File: src/rtl/pulse_cmd_sender_if.sv
// pulse_cmd_sender_if: command handshake, UART byte strobes and echo status of pulse_cmd_sender
// Ports: master = host/UART side driving commands and RX/TX status; slave = pulse_cmd_sender.
interface pulse_cmd_sender_if;
  logic        cmd_valid;
  logic        cmd_ready;
  logic [31:0] cmd_data;
  logic [7:0]  cmd_ctrl;
  logic        transmit;
  logic [7:0]  tx_byte;
  logic        is_transmitting;
  logic        received;
  logic [7:0]  rx_byte;
  logic        recv_error;
  logic        busy;
  logic        done;
  logic        ack_ok;
  logic        ack_err;
  logic        ack_timeout;
  logic [7:0]  echo_byte;
  modport master (
    output cmd_valid, cmd_data, cmd_ctrl, is_transmitting, received, rx_byte, recv_error,
    input  cmd_ready, transmit, tx_byte, busy, done, ack_ok, ack_err, ack_timeout, echo_byte
  );
  modport slave (
    input  cmd_valid, cmd_data, cmd_ctrl, is_transmitting, received, rx_byte, recv_error,
    output cmd_ready, transmit, tx_byte, busy, done, ack_ok, ack_err, ack_timeout, echo_byte
  );
endinterface

File: src/rtl/pulse_cmd_sender.sv
// pulse_cmd_sender: sends a 5-byte UART command frame and checks the peer's checksum echo
// Ports: clk; rst_n (async, active-low); bus (pulse_cmd_sender_if.slave: command handshake,
//   UART transmit/receive strobes, busy/done/ack status, echo_byte).
// Define CMD_TIMEOUT_EN to give up on the echo after TIMEOUT_CYCLES cycles in RX_WAIT.
module pulse_cmd_sender #(
  parameter logic [31:0] TIMEOUT_CYCLES = 32'd2_000_000
) (
  input logic clk,
  input logic rst_n,
  pulse_cmd_sender_if.slave bus
);
  typedef enum logic [2:0] {IDLE, TX_WAIT, TX_GUARD, TX_BUSY, RX_WAIT, DONE} state_t;
  state_t state;
  logic [31:0] data;
  logic [7:0] ctrl, sum, cur;
  logic [2:0] idx;
  always_comb cur = idx == 3'd4 ? ctrl : data[{idx[1:0], 3'b000} +: 8];
  // strobe is decoded from state so it can fire the cycle after accept and drops with reset
  assign bus.transmit = state == TX_WAIT && !bus.is_transmitting;
  assign bus.tx_byte = bus.transmit ? cur : 8'h00;
  assign bus.cmd_ready = state == IDLE;
  assign bus.busy = state != IDLE;
`ifdef CMD_TIMEOUT_EN
  logic [31:0] cnt;
`else
  logic unused_timeout;
  assign unused_timeout = ^TIMEOUT_CYCLES;
  assign bus.ack_timeout = 1'b0;
`endif
  always_ff @(posedge clk or negedge rst_n)
    if (!rst_n) begin
      state <= IDLE;
      data <= '0;
      ctrl <= '0;
      sum <= '0;
      idx <= '0;
      bus.done <= 1'b0;
      bus.ack_ok <= 1'b0;
      bus.ack_err <= 1'b0;
      bus.echo_byte <= '0;
`ifdef CMD_TIMEOUT_EN
      cnt <= '0;
      bus.ack_timeout <= 1'b0;
`endif
    end else begin
      bus.done <= 1'b0;
      case (state)
        IDLE: if (bus.cmd_valid) begin
          data <= bus.cmd_data;
          ctrl <= bus.cmd_ctrl;
          sum <= bus.cmd_data[31:24] + bus.cmd_data[23:16] + bus.cmd_data[15:8] + bus.cmd_data[7:0];
          idx <= '0;
          bus.ack_ok <= 1'b0;
          bus.ack_err <= 1'b0;
`ifdef CMD_TIMEOUT_EN
          bus.ack_timeout <= 1'b0;
`endif
          state <= TX_WAIT;
        end
        TX_WAIT: if (!bus.is_transmitting) state <= TX_GUARD;
        TX_GUARD: state <= TX_BUSY;
        TX_BUSY: if (!bus.is_transmitting) begin
          idx <= idx + 3'd1;
          state <= idx == 3'd4 ? RX_WAIT : TX_WAIT;
`ifdef CMD_TIMEOUT_EN
          cnt <= '0;
`endif
        end
        // a framing error outranks a byte arriving in the same cycle, but the byte is still kept
        RX_WAIT: if (bus.received || bus.recv_error) begin
          if (bus.received) bus.echo_byte <= bus.rx_byte;
          bus.ack_ok <= !bus.recv_error && bus.rx_byte == sum;
          bus.ack_err <= bus.recv_error || bus.rx_byte != sum;
          bus.done <= 1'b1;
          state <= DONE;
        end
`ifdef CMD_TIMEOUT_EN
        else if (cnt == TIMEOUT_CYCLES - 32'd1) begin
          bus.ack_timeout <= 1'b1;
          bus.done <= 1'b1;
          state <= DONE;
        end else cnt <= cnt + 32'd1;
`endif
        DONE: state <= IDLE;
        default: state <= IDLE;
      endcase
    end
endmodule

File: src/flat_wrapper.sv
// flat-port wrapper written by rule: the top's interface ports become plain ports
module pulse_cmd_sender_flat 
#(
  parameter logic [31:0] TIMEOUT_CYCLES = 32'd2_000_000
)
  (clk, rst_n, bus_cmd_valid, bus_cmd_data, bus_cmd_ctrl, bus_is_transmitting, bus_received, bus_rx_byte, bus_recv_error, bus_cmd_ready, bus_transmit, bus_tx_byte, bus_busy, bus_done, bus_ack_ok, bus_ack_err, bus_ack_timeout, bus_echo_byte);
  pulse_cmd_sender_if bus_i ();
  input logic clk;
  input logic rst_n;
  input wire logic [$bits(bus_i.cmd_valid)-1:0] bus_cmd_valid;
  input wire logic [$bits(bus_i.cmd_data)-1:0] bus_cmd_data;
  input wire logic [$bits(bus_i.cmd_ctrl)-1:0] bus_cmd_ctrl;
  input wire logic [$bits(bus_i.is_transmitting)-1:0] bus_is_transmitting;
  input wire logic [$bits(bus_i.received)-1:0] bus_received;
  input wire logic [$bits(bus_i.rx_byte)-1:0] bus_rx_byte;
  input wire logic [$bits(bus_i.recv_error)-1:0] bus_recv_error;
  output wire logic [$bits(bus_i.cmd_ready)-1:0] bus_cmd_ready;
  output wire logic [$bits(bus_i.transmit)-1:0] bus_transmit;
  output wire logic [$bits(bus_i.tx_byte)-1:0] bus_tx_byte;
  output wire logic [$bits(bus_i.busy)-1:0] bus_busy;
  output wire logic [$bits(bus_i.done)-1:0] bus_done;
  output wire logic [$bits(bus_i.ack_ok)-1:0] bus_ack_ok;
  output wire logic [$bits(bus_i.ack_err)-1:0] bus_ack_err;
  output wire logic [$bits(bus_i.ack_timeout)-1:0] bus_ack_timeout;
  output wire logic [$bits(bus_i.echo_byte)-1:0] bus_echo_byte;
  assign bus_i.cmd_valid = bus_cmd_valid;
  assign bus_i.cmd_data = bus_cmd_data;
  assign bus_i.cmd_ctrl = bus_cmd_ctrl;
  assign bus_i.is_transmitting = bus_is_transmitting;
  assign bus_i.received = bus_received;
  assign bus_i.rx_byte = bus_rx_byte;
  assign bus_i.recv_error = bus_recv_error;
  assign bus_cmd_ready = bus_i.cmd_ready;
  assign bus_transmit = bus_i.transmit;
  assign bus_tx_byte = bus_i.tx_byte;
  assign bus_busy = bus_i.busy;
  assign bus_done = bus_i.done;
  assign bus_ack_ok = bus_i.ack_ok;
  assign bus_ack_err = bus_i.ack_err;
  assign bus_ack_timeout = bus_i.ack_timeout;
  assign bus_echo_byte = bus_i.echo_byte;
  pulse_cmd_sender #(.TIMEOUT_CYCLES(TIMEOUT_CYCLES)) u_core (.clk(clk), .rst_n(rst_n), .bus(bus_i));
endmodule
File: config.mk
export PLATFORM = sky130hd
export DESIGN_NAME = pulse_cmd_sender_flat
export DESIGN_NICKNAME = d
export VERILOG_FILES = /design/src/rtl/pulse_cmd_sender_if.sv /design/src/rtl/pulse_cmd_sender.sv /design/src/flat_wrapper.sv
export SDC_FILE = /design/constraint.sdc
export NUM_CORES = 1
export LEC_CHECK = 0
export BUFFER_PORTS_ARGS = -buffer_cell sky130_fd_sc_hd__buf_2
export CAP_MARGIN = 20
export CORE_ASPECT_RATIO = 0.5
export CORE_MARGIN = 2
export CORE_UTILIZATION = 61
export CTS_BUF_LIST = sky130_fd_sc_hd__clkbuf_4 sky130_fd_sc_hd__clkbuf_8
export DETAILED_ROUTE_END_ITERATION = 10
export GPL_TIMING_DRIVEN = 1
export PLACE_DENSITY_LB_ADDON = 0.2
export SLEW_MARGIN = 25
export SYNTH_ARGS = -nofsm -noshare
export SYNTH_HDL_FRONTEND = slang
export SYNTH_SLANG_ARGS = --single-unit
File: constraint.sdc
create_clock -name clk -period 2.9 [get_ports clk]
set_input_delay 0.29 -clock clk [delete_from_list [all_inputs] [get_ports clk]]
set_output_delay 0.29 -clock clk [all_outputs]
set_load 0.05 [all_outputs]
* Word-level counts from Yosys, hierarchy flattened
Index checks and enable logic that the tools add are counted.
** Storage, ports and cells
- Output and inout port bits :: 23
- Register bits after elaboration :: 65
** Cells by class
- Shifts and indexed selects :: 1
- Equality and inequality tests :: 11
- $add $sub $neg :: 4
- Reduce and logical (&&, ||, !) cells :: 15
- Mux-type cells :: 18
** Operators by type and width (number)
- $shiftx A32 B6 Y8 :: 1
- $add A8 B8 Y8 :: 3
- $mux W3 :: 7
- $mux W8 :: 2
- $pmux W3 S5 :: 1
- $reduce_and A3 Y1 :: 3
- $eq A8 B8 Y1 :: 1
- $ne A8 B8 Y1 :: 1
- $eq A3 B2 Y1 const B :: 2
- $eq A3 B3 Y1 const B :: 2
- $ne A2 B2 Y1 const B :: 3
- $pmux W3 S2 :: 1
- $mux W1 :: 5
- $pmux W1 S2 :: 2
- $reduce_and A4 Y1 :: 1
- $reduce_bool A2 Y1 :: 2
- $add A3 B1 Y3 const B :: 1
- $eq A3 B1 Y1 const B :: 1
- $logic_not A3 Y1 :: 1
- $reduce_bool A3 Y1 :: 1
- $logic_and A1 B1 Y1 :: 2
- $logic_not A1 Y1 :: 2
- $logic_or A1 B1 Y1 :: 2
- $ne A2 B1 Y1 const B :: 1
- $reduce_and A2 Y1 :: 1

* Depth between registers and ports, before layout
Gate-level depths: netlist (run 1).
- Depth in word-level cells :: 4
- Gate-level depth with buffers :: 12

* Worst setup path after synthesis (run 1)
OpenSTA, ideal clock, no wires.
- Path kind :: input to register
- Start :: in bus_cmd_data[1]
- End :: reg u_core.sum[7]
- Slack :: 235 ps
- Cell stages on the path :: 12
- Arrival time :: 2583 ps
- Cells stage by stage :: inv_1 > fa_1 > inv_1 > fa_1 > ha_1 > inv_1 > fa_1 > nor2b_1 > o31a_1 > o22ai_1 > xnor2_1 > o21ai_0
** Between the ends
- Cells in the longest elaborated chain, start to end :: 1
** RTL lines
- from (decl) :: RTL line flat_wrapper.sv:11 : input wire logic [$bits(bus_i.cmd_data)-1:0] bus_cmd_data;
- $add A8 B8 Y8 :: RTL line pulse_cmd_sender.sv:51 : sum <= bus.cmd_data[31:24] + bus.cmd_data[23:16] + bus.cmd_data[15:8] + bus.cmd_data[7:0];
- to (signal assigned) :: RTL line pulse_cmd_sender.sv:51
- to (decl) :: RTL line pulse_cmd_sender.sv:15 : logic [7:0] ctrl, sum, cur;
Every way passes these cells.
A chain may end at the register's enable or synchronous reset.

* Final worst setup path (run 1)
Ends and elaborated chain as after synthesis.

==> flow_summary.ini, run 1 <==
[status]
outcome = completed

[worst_setup_path]
criticalPathCategory = in -> reg
path_buf_inv = 4
critPathMaxStageDelay_ns = 0.54
slowest_stage = fa_1
crit_family = adder cells
worstPathCellList = buf_2, inv_1, fa_1, inv_1, fa_1, ha_1, inv_1, fa_1, nor2b_1, o31a_1, o22ai_1, xnor2_1, o21ai_0
worst-path-max-fanout = 2
crit_path_start = bus_cmd_data[1]
end_kind = register
cp-start-kind = input pin
required_ns = 3.10
timing.rr.start = u_core.state[2]
critical_path_arrival_ns = 2.85

[clock_tree]
cts_sinks = 65
tritoncts = yes
cts_buffers = 9
cts_resized = 0
clk_pin_slew_ns = 0.07
clk_latency_ns = 0.35
ctsHoldBuffers = 0
postCtsSetupRepairBufs = 0
clk_path_buf_depth = 2
clockRootBuffer = clkbuf_8
htree_levels = 3

[grt]
grt_pass1_wl_um = 13400
overflow = 0
grt_pass1_vias = 2826
antenna_found_initial = 0
track_usage = 0.274
grt_max_degree = 34

[power_and_ir_drop]
ir_drop_v = 0.000571
p_per_area_mw_per_mm2 = 945
p_leak_nw = 2.24
report.power.total_w = 0.00398

[floorplanning]
dieArea_mm2 = 0.00653
die_x_um = 112
initial_utilization = 0.643
die_y_um = 58.1
core-area_mm2 = 0.00556
fp-row-count = 19
pin_count = 77

[sta]
min_period_ns = 2.65
rsz0062_at_grt = no
setup_viol = 0
fmax_ghz = 0.378
skew_ns = 0.00782
hold_viol_final = 0
setup_tns_ns = 0
fin_crit_sh = 0.913
relSlewSlack = 0.482
drv_slew = 0
worstMarginPinSlew_ns = 0.777
hold_ws_ns = 0.00355

[route]
antenna_left = 0
vias = 2747
first_pass_iters = 4
first_iter_violations = 203
route.detailed.drc = 0
drt-total-wl_um = 8000
viasPerCell = 5.29
wl_per_cell_um = 15.4

[synthesis]
synth_area_mm2 = 0.00357
ys_ff_latch = 65
synth-seq-area-share = 0.455
avgSynthCellArea_um2 = 9.69
synth_warnings = 0
syn_inst = 369
synth_cell_type_count = 44
synth_fp_nets = 446

[finish]
most-common-layout-cells = nand2_1, buf_2, dfrtp_1
layout-drive-gt1-share = 0.260
diodes = 0
nets = 518
final_util = 0.757
mostFrequentLayoutCell = nand2_1
syn2layout_area_growth_pct = 17.9
nFillCells = 408

[place]
port_buffers = 75
dp_hpwl_um = 6140
gp_congestion = 0.821

[hold_path]
hold_class = in -> async

[job]
cap_viol_max_count = 0
[sequential cells by signal (all words and copies together) (netlist names)]
name and flops:
u_core.data 32, u_core.bus.echo_byte 8, u_core.ctrl 8, u_core.sum 8, u_core.idx 3, u_core.state 3, u_core.bus.ack_err 1, u_core.bus.ack_ok 1
u_core.bus.done 1
[path summary, 6_finish.rpt]
path	slack (ns)	endpoint	cells past startpoint
worst min register to register	0.48	u_core.ctrl[7]	2
worst max-delay path	0.25	u_core.sum[7]	13
max in group asynchronous	2.26	u_core.state[0]	2
worst min-delay path	0.004	u_core.data[12]	1
worst max register to register	1.06	u_core.sum[6]	5
min in group clk	0.12	u_core.ctrl[7]	3
[worst register-to-register path, stage by stage, from the launching register on]
cell and delay, ns:
dfrtp_1 0.48, nor3_4 0.29, nand2_2 0.36, nand2_1 0.19, o311ai_1 0.11, a211o_1 0.29
[kinds of logic (layout without fill, tap and decap cells)]
family,Yosys count,count (layout),synth area share
other,1,1,0.00105
muxes,16,16,0.0756
DFF,65,65,0.455
xor gates and xnor gates,18,18,0.0441
AOI/OAI and AO/OA,54,54,0.0854
buffers and inverters,58,135,0.0703
adders and majority gates,23,23,0.110
and+or+nand+nor,134,134,0.159
[per-layer routing]
layer  GRT usage  vias to the layer above  wire (um)
met5           0                        -          0
met4      0.0697                        0         92
met3       0.109                       15        583
met2       0.447                      106       3840
met1       0.353                     1305       3490
li1            -                     1321          -
[where the power goes]
| group | leakage, nW | internal (W) | switching, W | total [W] |
|---|---|---|---|---|
| clock | 0.119 | 0.000525 | 0.000343 | 0.000867 |
| sequential | 0.829 | 0.00127 | 0.000260 | 0.00153 |
| combinational | 1.29 | 0.000637 | 0.000951 | 0.00159 |
| total | 2.24 | 0.00243 | 0.00155 | 0.00398 |
[per-stage QoR]
step	worst slack (ns)	cell area (um2)	std cells
after global routing	0.0829	4210	519
after floorplan	0.235	3570	369
after CTS	0.287	4210	519
after global placement	0.0574	3980	503
final	0.252	4210	519
after detailed placement	-0.0712	3980	503
[synthesized netlist by cell type]
cell      count  area [um2]
nand4_1       2        12.5
inv_1        40         150
buf_4         2        15.0
nand2_2       1        6.26
or2_1         1        6.26
buf_6         2        22.5
xor2_1        4        35.0
o22ai_1       1        6.26
nor3_1        1        5.00
buf_1         1        3.75
and3_1        1        6.26
clkbuf_1      4        15.0
and2_1        1        6.26
nor3_4        1        16.3
nand3b_2      1        11.3
o31a_1        1        8.76
o21ai_0      28         140
nor4b_1       1        8.76
buf_2         9        45.0
o311ai_1      1        8.76
or2_2         1        6.26
nand2_1     107         402
a211oi_1      1        7.51
nand2b_1      2        12.5
nor2_1        9        33.8
conb_1        1        3.75
o21a_1        1        7.51
nor2b_1       1        6.26
fa_1         14         280
nand3_1       1        5.00
dfrtp_1      65        1630
nor3b_1       1        7.51
or3_1         1        6.26
and2_4        1        8.76
mux2_2        8        90.1
ha_1          9         113
o21ai_1       4        20.0
a211o_1       1        8.76
xnor2_1      14         123
a22o_1        2        17.5
o31ai_1       1        7.51
a21o_1        3        22.5
a21oi_1      10        50.1
mux4_2        8         180
[final cells by class]
type,instances,area (um2),share of cell area
clock inverters,1,30.0,0.00713
clock buffers,15,200,0.0475
repair buffers,79,418,0.0992
flip-flops and latches,65,1630,0.386
inverters,40,150,0.0356
well taps,73,91.3,0.0217
multi-input cells,246,1700,0.403
No activity file was read; power rests on OpenSTA's default activity.
==> run 2, diff against run 1 <==
Settings changed: CORE_UTILIZATION 61 to 59, CTS_BUF_LIST sky130_fd_sc_hd__clkbuf_4 sky130_fd_sc_hd__clkbuf_8 to not set.
==> flow_summary.ini, run 2 (same netlist as run 1, synthesis figures left out) <==
[route]
antenna_left = 0
route.detailed.drc = 0
wl_per_cell_um = 15.6
viasPerCell = 5.36
drt-total-wl_um = 8110
first_pass_iters = 4
vias = 2793
first_iter_violations = 167

[place]
dp_hpwl_um = 6020
gp_congestion = 0.804
port_buffers = 75
placed_area_mm2 = 0.00398
place_inst = 504

[worst_setup_path]
cp-endpoint = u_core.sum[7]
critPathMaxStageDelay_ns = 0.54
worstPathCellList = buf_2, inv_1, fa_1, inv_1, fa_1, ha_1, inv_1, fa_1, nor2b_1, o31a_1, o22ai_1, xnor2_1, o21ai_0
timing.rr.start = u_core.state[2]
worst-path-max-fanout = 2
end_kind = register
required_ns = 3.09
slowest_stage = fa_1
criticalPathCategory = in -> reg
worstReg2RegEnd = u_core.sum[6]
r2r_cells = 5
ff2ff_setup_slack_ns = 0.94
crit_path_start = bus_cmd_data[1]
cp-start-kind = input pin
critical_path_arrival_ns = 2.83

[power_and_ir_drop]
p_int_w = 0.00252
switching_power_w = 0.00160
ir_drop_v = 0.000412
clkPwrFrac = 0.245
report.power.total_w = 0.00413
power_frac_seq = 0.373
p_per_area_mw_per_mm2 = 966
combPwrFrac = 0.382
swShare = 0.388
p_leak_nw = 2.27

[sta]
worstMarginPinSlew_ns = 0.576
skew_ns = 0.00493
hold_viol_final = 0
relSlewSlack = 0.616
fin_crit_sh = 0.912
drv_slew = 0
setup_viol = 0
rsz0062_at_grt = no
min_period_ns = 2.65
setup_tns_ns = 0
fmax_ghz = 0.378

[floorplanning]
fp-row-count = 19
die_x_um = 114
initial_utilization = 0.632
pin_count = 77
dieArea_mm2 = 0.00674
core-area_mm2 = 0.00566
die_y_um = 59.0

[clock_tree]
ctsHoldBuffers = 1
clockRootBuffer = clkbuf_16
cts_resized = 0
clk_path_buf_depth = 2
clk_latency_ns = 0.33
cts_buffers = 9
clk_pin_slew_ns = 0.05
htree_levels = 3
cts_sinks = 65
postCtsSetupRepairBufs = 0
tritoncts = yes

[finish]
largest_register_ffs = 32
stdcell_area_mm2 = 0.00427
largest_register = u_core.data
diodes = 0
most-common-layout-cells = nand2_1, buf_2, dfrtp_1
instances_no_fill = 521
syn2layout_area_growth_pct = 19.5
nFillCells = 395
mostFrequentLayoutCell = nand2_1
nets = 520
layout-drive-gt1-share = 0.261

[hold_path]
hold_class = in -> reg

[grt]
antenna_found_initial = 0
track_usage = 0.274
grt_pass1_vias = 2879
overflow = 0
grt_pass1_wl_um = 13700
grt_max_degree = 32

[job]
cap_viol_max_count = 0

[status]
outcome = completed
## run 2: cell count changes in the layout (fill, tap and decap cells not counted), sizes merged
cell,previous run,this run
clkbuf,15,11
clkinv,0,3
clkinvlp,0,2
buf,79,80
bufinv,1,0
dlygate4sd3,0,1
## run 2: layout make-up
cell class | instances | area (um2) | area share
Clock inverter | 5 | 30.0 | 0.00703
Inverter | 40 | 150 | 0.0352
Timing Repair Buffer | 81 | 423 | 0.0990
Sequential cell | 65 | 1630 | 0.381
Clock buffer | 11 | 253 | 0.0592
Multi-Input combinational cell | 246 | 1700 | 0.397
Tap cell | 73 | 91.3 | 0.0214
## run 2: worst min-delay path by stage
| stage | startpoint | endpoint | slack (ns) | depth (start not counted) |
|---|---|---|---|---|
| 6_report | bus_cmd_ctrl[7] | u_core.ctrl[7] | 0.15 | 3 |
| 5_1_grt | bus_cmd_ctrl[1] | u_core.ctrl[1] | 0.16 | 3 |
| 4_1_cts | bus_cmd_ctrl[1] | u_core.ctrl[1] | 0.15 | 3 |
| 3_5_place_dp | rst_n | u_core.data[5] | 0.29 | 1 |
| 3_3_place_gp | rst_n | u_core.data[21] | 0.29 | 1 |
| 2_1_floorplan | rst_n | u_core.bus.ack_err | -0.006 | 0 |
## run 2: critical path, delay by kind of cell
| kind | cells | cell delay (ns) |
|---|---|---|
| simple gates | 1 | 0.18 |
| xor+xnor | 1 | 0.13 |
| fa+ha+maj | 4 | 1.61 |
| buf+inv | 4 | 0.25 |
| compound gates | 3 | 0.37 |
## run 2: through the flow
step           hold slack [ns]   util  worst slack [ns]
6_report                 0.152  0.755             0.254
5_1_grt                  0.156  0.755            0.0791
4_1_cts                  0.147  0.755             0.286
3_5_place_dp             0.288  0.703           -0.0376
3_3_place_gp             0.285  0.703            0.0530
2_1_floorplan         -0.00559      -             0.235
## run 2: routing by layer
layer	global-route usage	vias up	wire length [um]
li1	-	1330	-
met1	0.355	1355	3540
met2	0.461	91	3930
met3	0.0879	17	527
met4	0.0697	0	108
met5	0	-	0
## run 2: power groups by stage
stage	registers (W)	logic, W	clock network (W)
after floorplan	0.00151	0.00117	0
after global placement	0.00151	0.00150	0
after detailed placement	0.00154	0.00156	0
after CTS	0.00153	0.00158	0.00102
after global routing	0.00158	0.00175	0.00106
final	0.00154	0.00158	0.00101
